===== config.mk =====
export PLATFORM = sky130hd
export DESIGN_NAME = vga_grid_probe
export DESIGN_NICKNAME = d
export VERILOG_FILES = /design/src/rtl/vga_grid_probe.sv
export SDC_FILE = /design/constraint.sdc
export NUM_CORES = 1
export LEC_CHECK = 0
export CAP_MARGIN = 20
export CORE_UTILIZATION = 40
export DETAILED_ROUTE_END_ITERATION = 8
export HOLD_SLACK_MARGIN = 0.02
export RECOVER_POWER = 100
export SETUP_SLACK_MARGIN = 0.1
export SLEW_MARGIN = 20
export SYNTH_ARGS = -nofsm -noshare
export SYNTH_HDL_FRONTEND = slang
export SYNTH_SLANG_ARGS = --single-unit

===== constraint.sdc =====
create_clock -name pixel_clk -period 2.6 [get_ports pixel_clk]
set_input_delay 0.26 -clock pixel_clk [delete_from_list [all_inputs] [get_ports pixel_clk]]
set_output_delay 0.26 -clock pixel_clk [all_outputs]
set_load 0.02 [all_outputs]

===== src/rtl/vga_grid_probe.sv =====
// vga_grid_probe
// Passive checker for a VGA stream (hsync/vsync plus 3-3-2 RGB). It rebuilds
// the raster position from the sync edges alone and checks line and frame
// timing against the configured totals. It holds a lock state once enough
// consecutive clean frames are seen. Once per frame it samples the colour at
// the centre of one selectable 8x8 grid cell.
//
// Ports
//   pixel_clk, reset_n        pixel clock, asynchronous active-low reset
//   hsync, vsync              active-low sync inputs
//   vgared/vgagreen/vgablue   3-3-2 colour; lags the syncs by PIPE_DELAY clocks
//   probe_x, probe_y          grid cell to sample; latched at each frame start
//   locked                    timing lock held
//   line_err, frame_err       one-cycle pulses on horizontal / vertical violations
//   frame_done                one-cycle pulse at each frame start
//   cell_valid, cell_color    one-cycle pulse when cell_color ({R,G,B}) updates
module vga_grid_probe #(
  parameter int H_TOTAL        = 800,
  parameter int H_SYNC         = 96,
  parameter int H_ACTIVE_START = 144,
  parameter int V_TOTAL        = 525,
  parameter int V_SYNC         = 2,
  parameter int V_ACTIVE_START = 35,
  parameter int PIPE_DELAY     = 1,
  parameter int LOCK_FRAMES    = 2
) (
  input  logic       pixel_clk,
  input  logic       reset_n,
  input  logic       hsync,
  input  logic       vsync,
  input  logic [2:0] vgared,
  input  logic [2:0] vgagreen,
  input  logic [1:0] vgablue,
  input  logic [6:0] probe_x,
  input  logic [6:0] probe_y,
  output logic       locked,
  output logic       line_err,
  output logic       frame_err,
  output logic       frame_done,
  output logic       cell_valid,
  output logic [2:0] cell_color
);

  localparam int CW = $clog2(LOCK_FRAMES + 1);

  typedef enum logic [1:0] {ST_SEARCH, ST_COUNT, ST_LOCKED} state_t;

  state_t          r_state, w_state_nxt;
  logic [CW-1:0]   r_lock_cnt, w_lock_cnt_nxt;
  logic            r_hs_q, r_vs_q;
  logic [9:0]      r_h_cnt, r_v_cnt;
  logic            r_h_armed, r_v_armed, r_vrise_pend;
  logic            r_clean, r_lock_thru;
  logic [7:0]      r_rgb;
  logic [6:0]      r_px, r_py;
  logic [2:0]      r_sample;
  logic            r_locked, r_line_err, r_frame_err, r_frame_done, r_cell_valid;
  logic [2:0]      r_cell_color;

  logic            w_hs_fall, w_hs_rise, w_vs_rise, w_frame_edge;
  logic            w_vrise_chk, w_line_err, w_frame_err, w_any_err;
  logic            w_locked_nxt, w_enter_search;
  logic [10:0]     w_x, w_y;
  logic            w_active, w_probe_hit, w_probe_ok;

  assign w_hs_fall    = r_hs_q & ~hsync;
  assign w_hs_rise    = ~r_hs_q & hsync;
  assign w_vs_rise    = ~r_vs_q & vsync;
  // A frame starts only when vsync is first seen low on an hsync falling edge.
  assign w_frame_edge = w_hs_fall & ~vsync & r_vs_q;

  assign w_line_err = r_h_armed &
                      ((w_hs_fall & (r_h_cnt != 10'(H_TOTAL - 1))) |
                       (w_hs_rise & (r_h_cnt != 10'(H_SYNC - 1))));

  // The end of vsync is judged on the line boundary where the rise is seen.
  // It may also be seen on a later boundary. By then v_cnt + 1 lines have
  // passed since the frame start.
  assign w_vrise_chk = w_hs_fall & (r_vrise_pend | (w_vs_rise & r_v_armed));
  assign w_frame_err = (w_frame_edge & r_v_armed & (r_v_cnt != 10'(V_TOTAL - 1))) |
                       (w_vrise_chk & (r_v_cnt != 10'(V_SYNC - 1)));
  assign w_any_err   = w_line_err | w_frame_err;

  // Position of the pixel held in r_rgb. That register and h_cnt both trail
  // the live inputs by one clock, so only the colour pipeline offset remains.
  // Negative results wrap high and fall outside the active window.
  assign w_x         = {1'b0, r_h_cnt} - 11'(H_ACTIVE_START + PIPE_DELAY);
  assign w_y         = {1'b0, r_v_cnt} - 11'(V_ACTIVE_START);
  assign w_active    = (w_x < 11'd640) & (w_y < 11'd480);
  assign w_probe_hit = w_active & (w_x == {1'b0, r_px, 3'b100}) &
                       (w_y == {1'b0, r_py, 3'b100});
  assign w_probe_ok  = (r_px < 7'd80) & (r_py < 7'd60);

  // NOTE: every signal driven here gets a default first, so no path leaves it
  // unassigned and no latch is inferred.
  always_comb begin
    w_state_nxt    = r_state;
    w_lock_cnt_nxt = r_lock_cnt;
    unique case (r_state)
      ST_SEARCH: begin
        if (w_frame_edge) begin
          w_state_nxt    = ST_COUNT;
          w_lock_cnt_nxt = '0;
        end
      end
      ST_COUNT: begin
        if (w_any_err) begin
          w_lock_cnt_nxt = '0;
        end else if (w_frame_edge && r_clean) begin
          if (r_lock_cnt == CW'(LOCK_FRAMES - 1)) begin
            w_state_nxt    = ST_LOCKED;
            w_lock_cnt_nxt = '0;
          end else begin
            w_lock_cnt_nxt = r_lock_cnt + CW'(1);
          end
        end
      end
      ST_LOCKED: begin
        if (w_any_err) w_state_nxt = ST_SEARCH;
      end
      default: w_state_nxt = ST_SEARCH;
    endcase
  end

  assign w_locked_nxt   = (w_state_nxt == ST_LOCKED);
  assign w_enter_search = (r_state != ST_SEARCH) & (w_state_nxt == ST_SEARCH);

  // NOTE: state is written with non-blocking assignments only. Every register
  // then samples pre-edge values, independent of statement order.
  always_ff @(posedge pixel_clk or negedge reset_n) begin
    if (!reset_n) begin
      r_state    <= ST_SEARCH;
      r_lock_cnt <= '0;
    end else begin
      r_state    <= w_state_nxt;
      r_lock_cnt <= w_lock_cnt_nxt;
    end
  end

  always_ff @(posedge pixel_clk or negedge reset_n) begin
    if (!reset_n) begin
      r_hs_q       <= 1'b1;
      r_vs_q       <= 1'b1;
      r_h_cnt      <= '0;
      r_v_cnt      <= '0;
      r_h_armed    <= 1'b0;
      r_v_armed    <= 1'b0;
      r_vrise_pend <= 1'b0;
      r_clean      <= 1'b0;
      r_lock_thru  <= 1'b0;
      r_rgb        <= '0;
      r_px         <= '0;
      r_py         <= '0;
      r_sample     <= '0;
      r_locked     <= 1'b0;
      r_line_err   <= 1'b0;
      r_frame_err  <= 1'b0;
      r_frame_done <= 1'b0;
      r_cell_valid <= 1'b0;
      r_cell_color <= '0;
    end else begin
      r_hs_q <= hsync;
      r_vs_q <= vsync;
      r_rgb  <= {vgared, vgagreen, vgablue};

      if (w_hs_fall)            r_h_cnt <= '0;
      else if (r_h_cnt != '1)   r_h_cnt <= r_h_cnt + 10'd1;

      if (w_hs_fall) begin
        if (!vsync && r_vs_q)   r_v_cnt <= '0;
        else if (r_v_cnt != '1) r_v_cnt <= r_v_cnt + 10'd1;
      end

      // The first edge after reset or loss of lock only arms its check.
      if (w_enter_search)              r_h_armed <= 1'b0;
      else if (w_hs_fall || w_hs_rise) r_h_armed <= 1'b1;

      if (w_enter_search) begin
        r_v_armed    <= 1'b0;
        r_vrise_pend <= 1'b0;
      end else begin
        if (w_frame_edge || w_vs_rise) r_v_armed <= 1'b1;
        if (w_hs_fall)                 r_vrise_pend <= 1'b0;
        else if (w_vs_rise && r_v_armed) r_vrise_pend <= 1'b1;
      end

      if (w_frame_edge)   r_clean <= 1'b1;
      else if (w_any_err) r_clean <= 1'b0;

      if (w_frame_edge)       r_lock_thru <= w_locked_nxt;
      else if (!w_locked_nxt) r_lock_thru <= 1'b0;

      if (w_frame_edge) begin
        r_px <= probe_x;
        r_py <= probe_y;
      end
      if (w_probe_hit) r_sample <= {|r_rgb[7:5], |r_rgb[4:2], |r_rgb[1:0]};

      r_locked     <= w_locked_nxt;
      r_line_err   <= w_line_err;
      r_frame_err  <= w_frame_err;
      r_frame_done <= w_frame_edge;
      r_cell_valid <= w_frame_edge & r_lock_thru & w_locked_nxt & w_probe_ok;
      if (w_frame_edge && r_lock_thru && w_locked_nxt && w_probe_ok)
        r_cell_color <= r_sample;
    end
  end

  assign locked     = r_locked;
  assign line_err   = r_line_err;
  assign frame_err  = r_frame_err;
  assign frame_done = r_frame_done;
  assign cell_valid = r_cell_valid;
  assign cell_color = r_cell_color;

endmodule


==> flow_metrics.py <==
metrics = {
    "grt": {
        "grt_max_degree": 36,
        "grt_pass1_vias": 2832,
        "grt_use_total_pct": 19.3,
        "grt_overflow_total": 0,
        "antenna_found_initial": 0,
        "grt_pass1_wl_mm": 13.3,
    },
    "routing": {
        "wirelength_mm": 7.90,
        "vias": 2850,
        "wl_per_cell_microns": 14.2,
        "ant_nets": 0,
        "remaining_drc_errors": 0,
        "viasPerCell": 5.12,
        "first_iter_violations": 133,
        "drtPass1Iterations": 4,
    },
    "worst_setup_path": {
        "worst-r2r-setup-slack_ns": 0.06,
        "rr_worst_depth": 9,
        "cp_common_cell": "nor3_4",
        "crit_path_max_fanout": 5,
        "path_class": "reg2reg",
        "crit_path_end_kind": "flop",
        "crit_path_start_kind": "flop",
        "slowest_delay_ns": 0.47,
        "cp.required_ns": 2.84,
        "r2r-end": "cell_color[1]$_DFFE_PN0P_",
        "crit_arrival_ns": 2.79,
        "slowest_stage": "or4b_4",
        "crit_start": "r_v_cnt[1]$_DFFE_PN0P_",
        "endpoint": "cell_color[1]$_DFFE_PN0P_",
        "rr_startpoint": "r_v_cnt[1]$_DFFE_PN0P_",
        "cp_cell_sequence": "buf_4, inv_2, ha_2, or4b_4, nor3_4, o32ai_2, or2_4, nor3_4, mux2_4",
    },
    "final_layout": {
        "antenna_cells": 0,
        "seq_area_sq_um": 1610,
        "final_nets": 481,
        "syn_to_final_growth_pct": 30.4,
        "final_area_sq_um": 4530,
        "drive_above_1_share_pct": 22.1,
        "fin_cells": 557,
        "post-route-util_pct": 54.5,
        "multi_input_area_sq_um": 1790,
        "fill_cells": 750,
    },
    "run": {
        "cap_violations": 1,
    },
    "synth": {
        "yosysTopAreaCellShare_pct": 44.7,
        "synthTopCellsByArea": "dfrtp_1 (45%), nand2_1 (6.6%), xnor2_1 (5.0%)",
        "synthSimpleGateAreaFrac_pct": 23.7,
        "synth_compound_area_share_pct": 12.1,
        "yosys-top-cells-count": "dfrtp_1 (62), nand2_1 (61), nor2_1 (29)",
        "synth_top_family_by_area": "simple AND/OR/NAND/NOR gates",
        "syn_inst": 370,
        "synth-main-ff-cell": "dfrtp_1",
        "synthAdderAreaFrac_pct": 2.88,
        "synthMuxAreaShare_pct": 2.81,
        "yosysTopAreaCell": "dfrtp_1",
        "synth-seq-cells": 64,
        "yosysMostFrequentCell": "dfrtp_1",
        "synth-edff-count": 0,
        "synth_cell_types": 63,
        "ys_warn_count": 0,
        "syn-num-nets": 404,
        "seq_area_frac_synth_pct": 46.2,
        "netlist_area_sq_um": 3470,
        "synth-xor-area-share_pct": 7.32,
        "syn_avg_cell_area_sq_um": 9.38,
        "async_reset_ff_share_pct": 100,
    },
    "sta": {
        "min_period_ns": 2.54,
        "finalHoldViolCount": 0,
        "rsz0062_at_grt": "true",
        "relSlewSlack_pct": -13.3,
        "maxSlewViolCount": 30,
        "tightestPinTransition_ns": 1.70,
        "finalSetupTns_ns": 0,
        "timing.final.crit_share_pct": 97.8,
        "finalClockSkew_ns": 0.0101,
        "hold_slack_ns": 0.426,
        "worst_slack_ns": 0.0582,
        "finalSetupViolCount": 0,
        "max_freq_ghz": 0.393,
    },
    "min_path": {
        "hold_class": "in2reg",
    },
    "floorplan": {
        "die_area_sq_um": 9050,
        "die_y_microns": 95.2,
        "ios": 34,
        "fp.dieW_microns": 95.2,
        "core_sq_um": 8300,
        "initial_core_util_pct": 41.8,
        "rows": 33,
    },
    "power": {
        "total_power_mw": 2.90,
        "swShare_pct": 31.9,
        "peakVddDrop_v": 0.000468,
        "comb_power_share_pct": 28.1,
        "pwr-share-clk_pct": 30.7,
        "power_density_nw_per_um2": 642,
        "power_leakage_nw": 2.03,
        "internal_power_mw": 1.98,
        "seq_power_share_pct": 41.2,
        "p_sw_mw": 0.926,
    },
    "outcome": {
        "violations": "capacitance limit, slew limit",
        "status": "complete, but fails checks",
    },
    "place": {
        "routabilityCongestion": 0.844,
        "numPortBuffers": 33,
        "place_ws_ns": -0.0904,
        "dp_cells": 537,
        "post-dp-hpwl_mm": 5.83,
        "placed_area_sq_um": 4210,
    },
    "clock_network": {
        "cts_tree": "yes",
        "clk_pin_slew_ns": 0.08,
        "cts_root_buf": "clkbuf_8",
        "clkLatencyLatePin_ns": 0.35,
        "cts.path.max_buffers": 2,
        "clkSinkCount": 64,
        "htree_num_levels": 3,
        "numCtsBuffers": 9,
    },
}
-- state kept, by name, indices dropped and copies added, names as in the netlist --
signal        cells
r_h_cnt          10
r_v_armed         1
r_state           2
locked            1
r_clean           1
cell_color        3
r_vrise_pend      1
r_h_armed         1
r_vs_q            1
cell_valid        1
r_rgb             8
r_lock_thru       1
frame_done        1
r_px              7
frame_err         1
line_err          1
r_v_cnt          10
r_lock_cnt        2
r_py              7
r_hs_q            1
r_sample          3
-- cells in the final DEF, fill, tap and decap left out, types with 12 or more instances in the layout --
master	instances
o21ai_0	12
buf_4	47
dfrtp_1	60
clkdlybuf4s50_1	14
nand2_1	61
a21oi_1	13
nand3_1	12
xnor2_1	19
nor3_1	15
nor2_1	29
dlygate4sd3_1	19
inv_1	14
-- area by class of cell --
cell class	instances	area share, %
clock inverters	6	1.49
inverters	16	1.33
multi-input cells	268	39.5
repair buffers	88	16.2
well taps	105	2.90
clock buffers	10	3.04
flip-flops and latches	64	35.5
-- critical path, delay by kind of cell, from the launching register on --
kind	cells	cell delay (ns)
simple gates	4	1.24
flops	1	0.38
mux	1	0.33
buf+inv	2	0.21
fa+ha+maj	1	0.15
compound gates	1	0.12
-- power by group through the flow --
| stage | sequential, mW | combinational [mW] | clock [mW] |
|---|---|---|---|
| 2_1_floorplan | 1.19 | 0.479 | 0 |
| 3_3_place_gp | 1.21 | 0.754 | 0 |
| 3_5_place_dp | 1.21 | 0.764 | 0 |
| 4_1_cts | 1.19 | 0.775 | 0.914 |
| 5_1_grt | 1.21 | 0.909 | 0.959 |
| 6_report | 1.20 | 0.817 | 0.890 |
-- what timing repair did --
action | in CTS | in global routing
setup buffers | 0 | 3
gates resized for setup | 3 | 19
hold endpoints to repair | 27 | 0
pin swaps | 2 | 6
hold buffers | 1 | 0
endpoints found under the setup margin | 5 | 9
-- worst min path at each step --
stage,cells past startpoint,start,endpoint
floorplan,0,reset_n,cell_color[0]$_DFFE_PN0P_
global placement,1,reset_n,r_v_cnt[1]$_DFFE_PN0P_
detailed placement,1,reset_n,r_v_cnt[1]$_DFFE_PN0P_
CTS,1,vgagreen[2],r_rgb[4]$_DFF_PN0_
global route,3,probe_y[6],r_py[6]$_DFFE_PN0N_
finish,3,probe_y[6],r_py[6]$_DFFE_PN0N_
-- kinds of logic after synthesis --
logic type	after synthesis
compound gates	59
xor+xnor	29
fa+ha+maj	8
buf+inv	38
flops	64
mux	9
simple gates	163
-- routing by layer --
metal | vias to the layer above | GRT usage [%] | wire length [microns]
met5 | - | 0 | 0
met4 | 0 | 9.72 | 199
met3 | 15 | 3.99 | 252
met2 | 39 | 30.8 | 3830
met1 | 1368 | 24.7 | 3620
li1 | 1428 | - | -
Note: power is estimated with default switching activity, not from simulation.
